`config.mk`:
```
export PLATFORM = sky130hd
export DESIGN_NAME = demux_1x16
export DESIGN_NICKNAME = d
export VERILOG_FILES = /design/src/rtl/demux_1x16.sv
export SDC_FILE = /design/constraint.sdc
export NUM_CORES = 1
export LEC_CHECK = 0
export ABC_AREA = 1
export CAP_MARGIN = 20
export CORE_MARGIN = 3
export CORE_UTILIZATION = 42
export DETAILED_ROUTE_END_ITERATION = 7
export PLACE_DENSITY = 0.76
export SYNTH_ARGS = -nofsm -noshare
export SYNTH_HDL_FRONTEND = slang
export SYNTH_SLANG_ARGS = --single-unit
```
`constraint.sdc`:
```
create_clock -name clk -period 0.9 [get_ports clk]
set_input_delay 0.225 -clock clk [delete_from_list [all_inputs] [get_ports clk]]
set_output_delay 0.225 -clock clk [all_outputs]
set_load 0.01 [all_outputs]
```
`src/rtl/demux_1x16.sv`:
```
// Registered 1-to-N demultiplexer (default 1-to-16).
// Routes the DATA_W-bit input to the output lane chosen by sel; every other
// lane is driven to zero. Outputs are registered, so there is exactly one
// cycle of latency and no combinational path from inputs to outputs.
//
// Ports:
//   clk      rising-edge clock
//   rst      synchronous reset, active-high (takes priority over en)
//   en       update enable; 0 holds o and sel_err
//   in       data to route
//   sel      destination lane index
//   o        N_OUT lanes; lane k = o[k*DATA_W +: DATA_W]
//   sel_err  set when the last captured sel addressed a non-existent lane
module demux_1x16 #(
  parameter int unsigned DATA_W = 1,
  parameter int unsigned N_OUT  = 16,
  parameter int unsigned SEL_W  = 4
) (
  input  logic                    clk,
  input  logic                    rst,
  input  logic                    en,
  input  logic [DATA_W-1:0]       in,
  input  logic [SEL_W-1:0]        sel,
  output logic [N_OUT*DATA_W-1:0] o,
  output logic                    sel_err
);

  logic [N_OUT*DATA_W-1:0] o_d, o_q;
  logic                    sel_err_d, sel_err_q;

  // An enabled update rebuilds all lanes from zero, so the previously
  // selected lane is cleared on the same edge the new one is loaded. A sel
  // that matches no lane leaves everything zero and raises sel_err.
  always_comb begin
    o_d       = o_q;
    sel_err_d = sel_err_q;
    if (en) begin
      o_d       = '0;
      sel_err_d = 1'b1;
      for (int unsigned k = 0; k < N_OUT; k++) begin
        if (sel == SEL_W'(k)) begin
          o_d[k*DATA_W +: DATA_W] = in;
          sel_err_d               = 1'b0;
        end
      end
    end
  end

  always_ff @(posedge clk) begin
    if (rst) begin
      o_q       <= '0;
      sel_err_q <= 1'b0;
    end else begin
      o_q       <= o_d;
      sel_err_q <= sel_err_d;
    end
  end

  assign o       = o_q;
  assign sel_err = sel_err_q;

endmodule

```
==> results of run 1 <==
[synthesized netlist by cell type (all sizes together)]
cell type,instances
buf,2
dfxtp,17
inv,4
nand2,57
nor2,14
nor3b,1
[through the flow]
step           TNS, ns  utilization (%)  worst slack (ns)
6_report         -1.03             70.8           -0.0657
5_1_grt          -1.47             70.8           -0.0957
4_1_cts          -1.06             70.0           -0.0670
3_5_place_dp    -10.12             65.3            -0.449
3_3_place_gp     -9.75             65.3            -0.427
2_1_floorplan        0                -             0.102
[sequential cells by signal, indices dropped and copies added (netlist names)]
name     cells
o           16
sel_err      1
[logic make-up (layout without fill, tap and decap cells)]
| group | count (synthesis) | in the layout |
|---|---|---|
| DFF | 17 | 17 |
| buffers and inverters | 6 | 40 |
| and+or+nand+nor | 72 | 72 |
[metal layers]
layer  global-route usage (%)  up-vias
li1                         -      348
met1                     20.3      298
met2                     30.5       18
met3                     4.69        4
met4                     5.52        0
met5                        0        -
[repair_timing]
| action | 4_1_cts | 5_1_grt |
|---|---|---|
| setup endpoints to repair | 33 | 29 |
| pin swaps | 3 | 0 |
| gates resized for setup | 110 | 4 |
[worst max path at each step]
stage          startpoint    end  cells past startpoint
2_1_floorplan         rst  o[10]                      5
3_3_place_gp          rst   o[0]                      5
3_5_place_dp          rst   o[4]                      5
4_1_cts              o[5]   o[5]                      1
5_1_grt              o[7]   o[7]                      1
6_report             o[7]   o[7]                      1
[where the power goes]
part | leakage (nW) | internal (W) | switching [W]
sequential | 0.146 | 0.000758 | 0.00000406
combinational | 0.403 | 0.0000572 | 0.0000833
clock | 0.0177 | 0.000165 | 0.000241
total | 0.567 | 0.000981 | 0.000328
[layout make-up]
| class | instances | area (µm²) |
|---|---|---|
| clock buffers | 3 | 22.5 |
| clock inverters | 1 | 5.00 |
| fillers | 128 | 445 |
| inverters | 4 | 15.0 |
| multi-input cells | 72 | 334 |
| flip-flops and latches | 17 | 362 |
| well taps | 16 | 20.0 |
| repair buffers | 32 | 320 |
==> summary.txt, run 1 <==
Largest family of logic cells by synthesized area = simple AND/OR/NAND/NOR gates
Remaining global-route overflow = 0
Reg2Reg Setup Slack = 0.24 ns
DP Cell Count = 141
Skew-Pair Late Insertion Delay = 0.29 ns
Drt wl/cell = 10.8 µm
Leakage power = 0.567 nW
Fin Hold WS = 0.349 ns
Delay-heaviest family, CP = flip-flops
Critical path type = register to output port
Worst Path Required = 0.67 ns
Rel. slew slack = 70.2%
Synth top area share = 49.1%
Hold buffers post-CTS = 0
Worst Hold Depth = 5
Total core area = 1520 µm²
Met3 Routed Length = 94 µm
RSZ-0062 raised after global routing = yes
Max-slew violations = 0
Via density = 4.61
Initial DRC count = 6
FP Rows = 14
CP arrival = 0.74 ns
Hold Violations, Final = 0
Antenna fix cells = 0
YS warnings = 0
Top cells by area, synth = dfxtp_1 (49%), nand2_1 (30%), nor2_4 (6.5%), nor2_1 (3.8%), nor2_2 (2.7%)
Post-DP HPWL = 1.15 mm
Crit path time final = 0.966 ns
Critical path startpoint category = register
Max Clock Skew = 0 ns
Final net count = 138
Clk sink count = 17
PortBufs = 24
Layout cells sized above 1 = 45.0%
Total power = 0.00131 W
Die W = 46.6 µm
Clock Root Buffer = clkbuf_4
Final Cell Area = 1080 µm²
Slew @ Worst Pin = 0.447 ns
Worst R2R End = o[13]
Htree depth = 1
Finished Layout Cells = 145
Worst Reg2Reg Path Length in Cells = 3
Post-synth net total = 103
Slowest CP cell = dfxtp_2
Initial antenna violation count = 0
Post-route ant nets = 0
Initial DRT Pass Iterations = 2
Compound-gate portion of the synthesized area = 0%
Met2 WL = 773 µm
Synth Area in Adders = 0%
Mux cell area share after synthesis = 0%
Failing checks = setup timing
Placed cell area = 995 µm²
Max-capacitance violation count = 0
Outcome = complete, but fails checks
Simple-Gate Fraction of Synth Area = 46.0%
Initial Utilization = 45.5%
CP endpoint kind = output port
CTS tree = done
R2R Path Start = o[13]
Pwr per Cell Area = 1210 nW/µm²
Die height = 46.6 µm
Met1 wire length = 677 µm
Setup Fix Bufs, Post-CTS = 0
CP peak stage delay = 0.34 ns
Fmax = 1.04 GHz
Sequential fraction of the synthesis area = 49.1%
#FFs+latches synth = 17
Final WL = 1.56 mm
Final setup margin = -0.0657 ns
Hold endpoint = o[6]
Synth unique cells = 10
Synth Area in XOR/XNOR = 0%
Max layer used = met4
Largest net degree at the start of global routing = 11
Critical Path Fanout Max = 2
Synthesized cell area = 693 µm²
Class of the worst hold path = input port to register
Number of global-route vias before repair = 691
Most frequent cells in the layout = nand2_1 (54), dfxtp_2 (17), buf_6 (17), buf_4 (8)
First-pass GRT wire length = 2.77 mm
Drc violations = 0
Area growth syn-to-layout = 55.6%
Clock transition at path regs = 0.10 ns
Syn Inst Count = 95
Buf+Inv Stages, Crit Path = 1
Worst VDD drop = 0.000718 V
Most common cell after layout, fill and taps aside = nand2_1
Inserted Clock Buffers = 3
Yosys top cell by area = dfxtp_1
# IOs = 25
CP Cell Sequence = buf_6
GPL Wtd Cong = 0.848
Via count = 668
GRT Overall Usage = 17.4%
Hold wc startpoint = sel[2]
Clk buf depth = 2
Die area = 2170 µm²
# setup viols final = 17
Syn_area_per_cell = 7.30 µm²
Tcrit/Tclk final = 107%
No activity file was read; power rests on OpenSTA's default activity.
==> run 2, diff against run 1 <==
Settings changed: REMOVE_ABC_BUFFERS set to 1.
==> run 2 against run 1 <==
The flow still finishes with violations (setup timing); final cell count rose by 1.4%; clock-buffer cell count increased by 1; utilization rose by 2.0 points; design area up 2.8%; global-route usage shrank 1.9 points.
==> summary.txt, run 2 (synthesis results as in run 1) <==
Die height = 46.6 µm
Met2 WL = 710 µm
Layout cells sized above 1 = 47.3%
Critical path type = register to output port
Via density = 4.59
Most frequent cells in the layout = nand2_1 (53), dfxtp_2 (17), buf_6 (17), buf_4 (10)
GRT Overall Usage = 15.5%
Largest net degree at the start of global routing = 10
Comb power frac = 11.5%
Initial Utilization = 45.5%
Post-DP HPWL = 1.18 mm
Failing checks = setup timing
Crit path time final = 0.965 ns
Hold Violations, Final = 0
GPL Wtd Cong = 0.706
Met3 Routed Length = 88 µm
Initial DRC count = 8
CP Cell Sequence = buf_6
Initial DRT Pass Iterations = 4
Post-route ant nets = 0
Clock transition at path regs = 0.10 ns
Tcrit/Tclk final = 107%
CP peak stage delay = 0.34 ns
Drc violations = 0
Final WL = 1.51 mm
Total core area = 1520 µm²
Max-slew violations = 0
Final core occ = 72.7%
Number of global-route vias before repair = 616
Fill cell count = 129
Critical Path Fanout Max = 2
Most common cell after layout, fill and taps aside = nand2_1
Slowest CP cell = dfxtp_2
Area growth syn-to-layout = 59.9%
Max Clock Skew = 0 ns
Max layer used = met4
# IOs = 25
Met1 wire length = 673 µm
Leakage power = 0.596 nW
Delay-heaviest family, CP = flip-flops
PortBufs = 24
Rel. slew slack = 78.1%
FP Rows = 14
Clock network fraction of total power = 30.5%
Clk sink count = 17
Worst Path Required = 0.67 ns
Critical path startpoint category = register
Fin Hold WS = 0.351 ns
Hold buffers post-CTS = 0
First-pass GRT wire length = 2.35 mm
Sequential share of power = 57.9%
Antenna fix cells = 0
Worst VDD drop = 0.000855 V
CP endpoint kind = output port
Clock Root Buffer = clkbuf_4
Die W = 46.6 µm
Outcome = complete, but fails checks
Drt wl/cell = 10.3 µm
Pint = 0.000997 W
Htree depth = 1
Buf+Inv Stages, Crit Path = 1
Switching Power = 0.000319 W
Final net count = 140
RSZ-0062 raised after global routing = yes
Fmax = 1.04 GHz
Clk buf depth = 2
CP arrival = 0.74 ns
Slew @ Worst Pin = 0.329 ns
Skew-Pair Late Insertion Delay = 0.29 ns
Sw frac = 24.3%
Max reg flops = 16
Die area = 2170 µm²
Pwr per Cell Area = 1190 nW/µm²
Initial antenna violation count = 0
CTS tree = done
Final setup margin = -0.0647 ns
Remaining global-route overflow = 0
Class of the worst hold path = input port to register
# setup viols final = 17
Inserted Clock Buffers = 3
Via count = 675
Max-capacitance violation count = 0
[run 2: through the flow]
step	cells	total power (W)	TNS [ns]	worst slack (ns)	instance area [µm²]
2_1_floorplan	93	0.000840	0	0.250	674
3_3_place_gp	142	0.000921	-8.99	-0.381	1000
3_5_place_dp	142	0.000925	-9.53	-0.411	1000
4_1_cts	147	0.00131	-1.00	-0.0679	1080
5_1_grt	147	0.00139	-1.61	-0.105	1110
6_report	147	0.00132	-0.937	-0.0647	1110
[run 2: repair_timing]
action | CTS | global route
endpoints found under the setup margin | 33 | 31
pin swaps | 0 | 3
cloned | 0 | 0
buffers inserted | 1 | 0
gates resized for setup | 106 | 11
endpoints found under the hold margin | 0 | 0
[run 2: cell type report]
type                    instances  area (µm²)  area share (%)
multi-input cells              72         339            30.6
clock buffers                   4        26.3            2.37
flip-flops and latches         17         362            32.6
well taps                      16        20.0            1.81
inverters                       4        15.0            1.35
repair buffers                 34         347            31.3
[run 2: final timing paths]
| check | slack, ns | to | cells after the start | startpoint |
|---|---|---|---|---|
| max reg2reg | 0.13 | o[0] | 4 | o[0] |
| min | 0.35 | o[6] | 5 | sel[2] |
| max | -0.06 | o[5] | 1 | o[5] |
| min reg2reg | 0.46 | o[6] | 2 | o[6] |
[run 2: power by group through the flow]
stage / Clock, W / Combinational [W] / Sequential, W
finish: 0.000402 / 0.000152 / 0.000762
global route: 0.000459 / 0.000164 / 0.000763
CTS: 0.000404 / 0.000147 / 0.000762
detailed placement: 0 / 0.000146 / 0.000778
global placement: 0 / 0.000143 / 0.000778
floorplan: 0 / 0.0000592 / 0.000781
[run 2: layer usage]
metal	track usage, %	vias to the layer above
li1	-	356
met1	18.5	295
met2	25.5	20
met3	3.52	4
met4	8.29	0
met5	0	-
==> run 3, diff against run 2 <==
Settings changed: SKIP_CTS_REPAIR_TIMING set to 1.
==> run 3 against run 2 <==
The flow still finishes with violations (setup timing); power grew 0.43%; sequential share of layout area is 0.58 points lower; combinational power increased by 9.9%; clock power is 2% lower; first-iteration DRC count up 130%; flip-flop and latch count unchanged; die area unchanged; worst setup slack better by 0.0046 ns; via count grew 1.0%; final cell count is 0.68% lower; utilization is 1.3 points higher; critical path type unchanged; highest routed layer unchanged.
==> summary.txt, run 3 (synthesis results as in run 1) <==
Outcome = complete, but fails checks
Failing checks = setup timing
Placed cell area = 1000 µm²
Skew-Pair Late Insertion Delay = 0.28 ns
Initial Utilization = 45.5%
Max Clock Skew = 0 ns
Via density = 4.67
Final net count = 139
Clock transition at path regs = 0.09 ns
Critical path type = register to output port
Clk sink count = 17
CP endpoint kind = output port
Max reg flops = 16
Die height = 46.6 µm
Post-route ant nets = 0
Max-slew violations = 0
Die W = 46.6 µm
Rel. slew slack = 74.2%
Pwr per Cell Area = 1170 nW/µm²
Worst Path Required = 0.67 ns
Clock Root Buffer = clkbuf_4
Fmax = 1.04 GHz
Slew @ Worst Pin = 0.386 ns
Met2 usage = 24.2%
Most common cell after layout, fill and taps aside = nand2_1
Delay-heaviest family, CP = flip-flops
Final Cell Area = 1130 µm²
Inserted Clock Buffers = 3
Drt wl/cell = 10.7 µm
Pre-CTS setup slack = -0.411 ns
Worst VDD drop = 0.000850 V
Slowest CP cell = dfxtp_2
Hold endpoint = sel_err
Worst Hold Depth = 2
Htree depth = 1
Layout cells sized above 1 = 47.7%
Clk buf depth = 2
Initial antenna violation count = 0
Fin Setup TNS = -0.957 ns
Antenna fix cells = 0
Largest net degree at the start of global routing = 10
Max-capacitance violation count = 0
First-pass GRT wire length = 2.29 mm
Final WL = 1.56 mm
Via count = 682
Worst R2R End = o[12]
Grt peak-use layer = met2
FP Rows = 14
Post-DP HPWL = 1.18 mm
Crit path time final = 0.960 ns
Reg2Reg Setup Slack = 0.25 ns
Leakage power = 0.591 nW
Hold wc startpoint = en
Total core area = 1520 µm²
Remaining global-route overflow = 0
Final setup margin = -0.0602 ns
CP startpoint = o[5]
Initial DRC count = 18
# IOs = 25
Hold Violations, Final = 0
Area growth syn-to-layout = 62.8%
PortBufs = 24
Drc violations = 0
Initial DRT Pass Iterations = 4
GRT Overall Usage = 15.1%
Most frequent cells in the layout = nand2_1 (52), dfxtp_2 (17), buf_6 (17), nor2_4 (9), buf_4 (9)
Worst Reg2Reg Path Length in Cells = 3
Buf+Inv Stages, Crit Path = 1
RSZ-0062 raised after global routing = yes
Die area = 2170 µm²
GPL Wtd Cong = 0.706
Critical path startpoint category = register
Number of global-route vias before repair = 602
Tcrit/Tclk final = 107%
Total power = 0.00132 W
CTS tree = done
Met3 Usage GRT = 3.52%
CP peak stage delay = 0.34 ns
Class of the worst hold path = input port to register
Routing usage on met1 = 18.3%
# setup viols final = 22
CP arrival = 0.74 ns
CP Cell Sequence = buf_6
Fill cell count = 129
Critical Path Fanout Max = 2
Fin Hold WS = 0.273 ns
R2R Path Start = o[12]
## run 3: cell types whose count changed in the layout (fill, tap and decap cells not counted), sizes merged
cell / change
dlygate4sd2: -2
buf: -1
clkdlybuf4s50: +2
## run 3: per-layer routing
layer / part of all wire, % / vias up
met3: 5.6 / 2
met2: 51 / 18
met4: 1.3 / 0
li1: - / 354
met5: 0 / -
met1: 42 / 308
## run 3: worst max-delay path by stage
stage | to | slack (ns) | depth (start not counted)
2_1_floorplan | o[0] | 0.25 | 5
3_3_place_gp | o[7] | -0.38 | 5
3_5_place_dp | o[4] | -0.41 | 5
4_1_cts | o[5] | -0.51 | 1
5_1_grt | o[13] | -0.11 | 1
6_report | o[5] | -0.06 | 1
## run 3: worst reg2reg max path, cell delays in order (launching register included)
cell and delay [ns]:
dfxtp_2 0.33, buf_4 0.12, nand2_1 0.05, nand2_1 0.05
## run 3: power by group
group	switching, W	internal (W)
registers	0.00000405	0.000758
clock network	0.000221	0.000172
logic	0.0000945	0.0000724
## run 3: per-stage QoR
| stage | util, % | std cells |
|---|---|---|
| finish | 74.1 | 146 |
| global route | 74.1 | 146 |
| CTS | 67.5 | 146 |
| detailed placement | 65.8 | 142 |
| global placement | 65.8 | 142 |
| floorplan | - | 93 |
## run 3: final cells by class
cell class / instances / area, µm² / share of cell area [%]
Timing Repair Buffer: 33 / 342 / 30.3
Multi-Input combinational cell: 72 / 364 / 32.3
Inverter: 4 / 15.0 / 1.33
Sequential cell: 17 / 362 / 32.0
Clock buffer: 4 / 26.3 / 2.33
Tap cell: 16 / 20.0 / 1.77
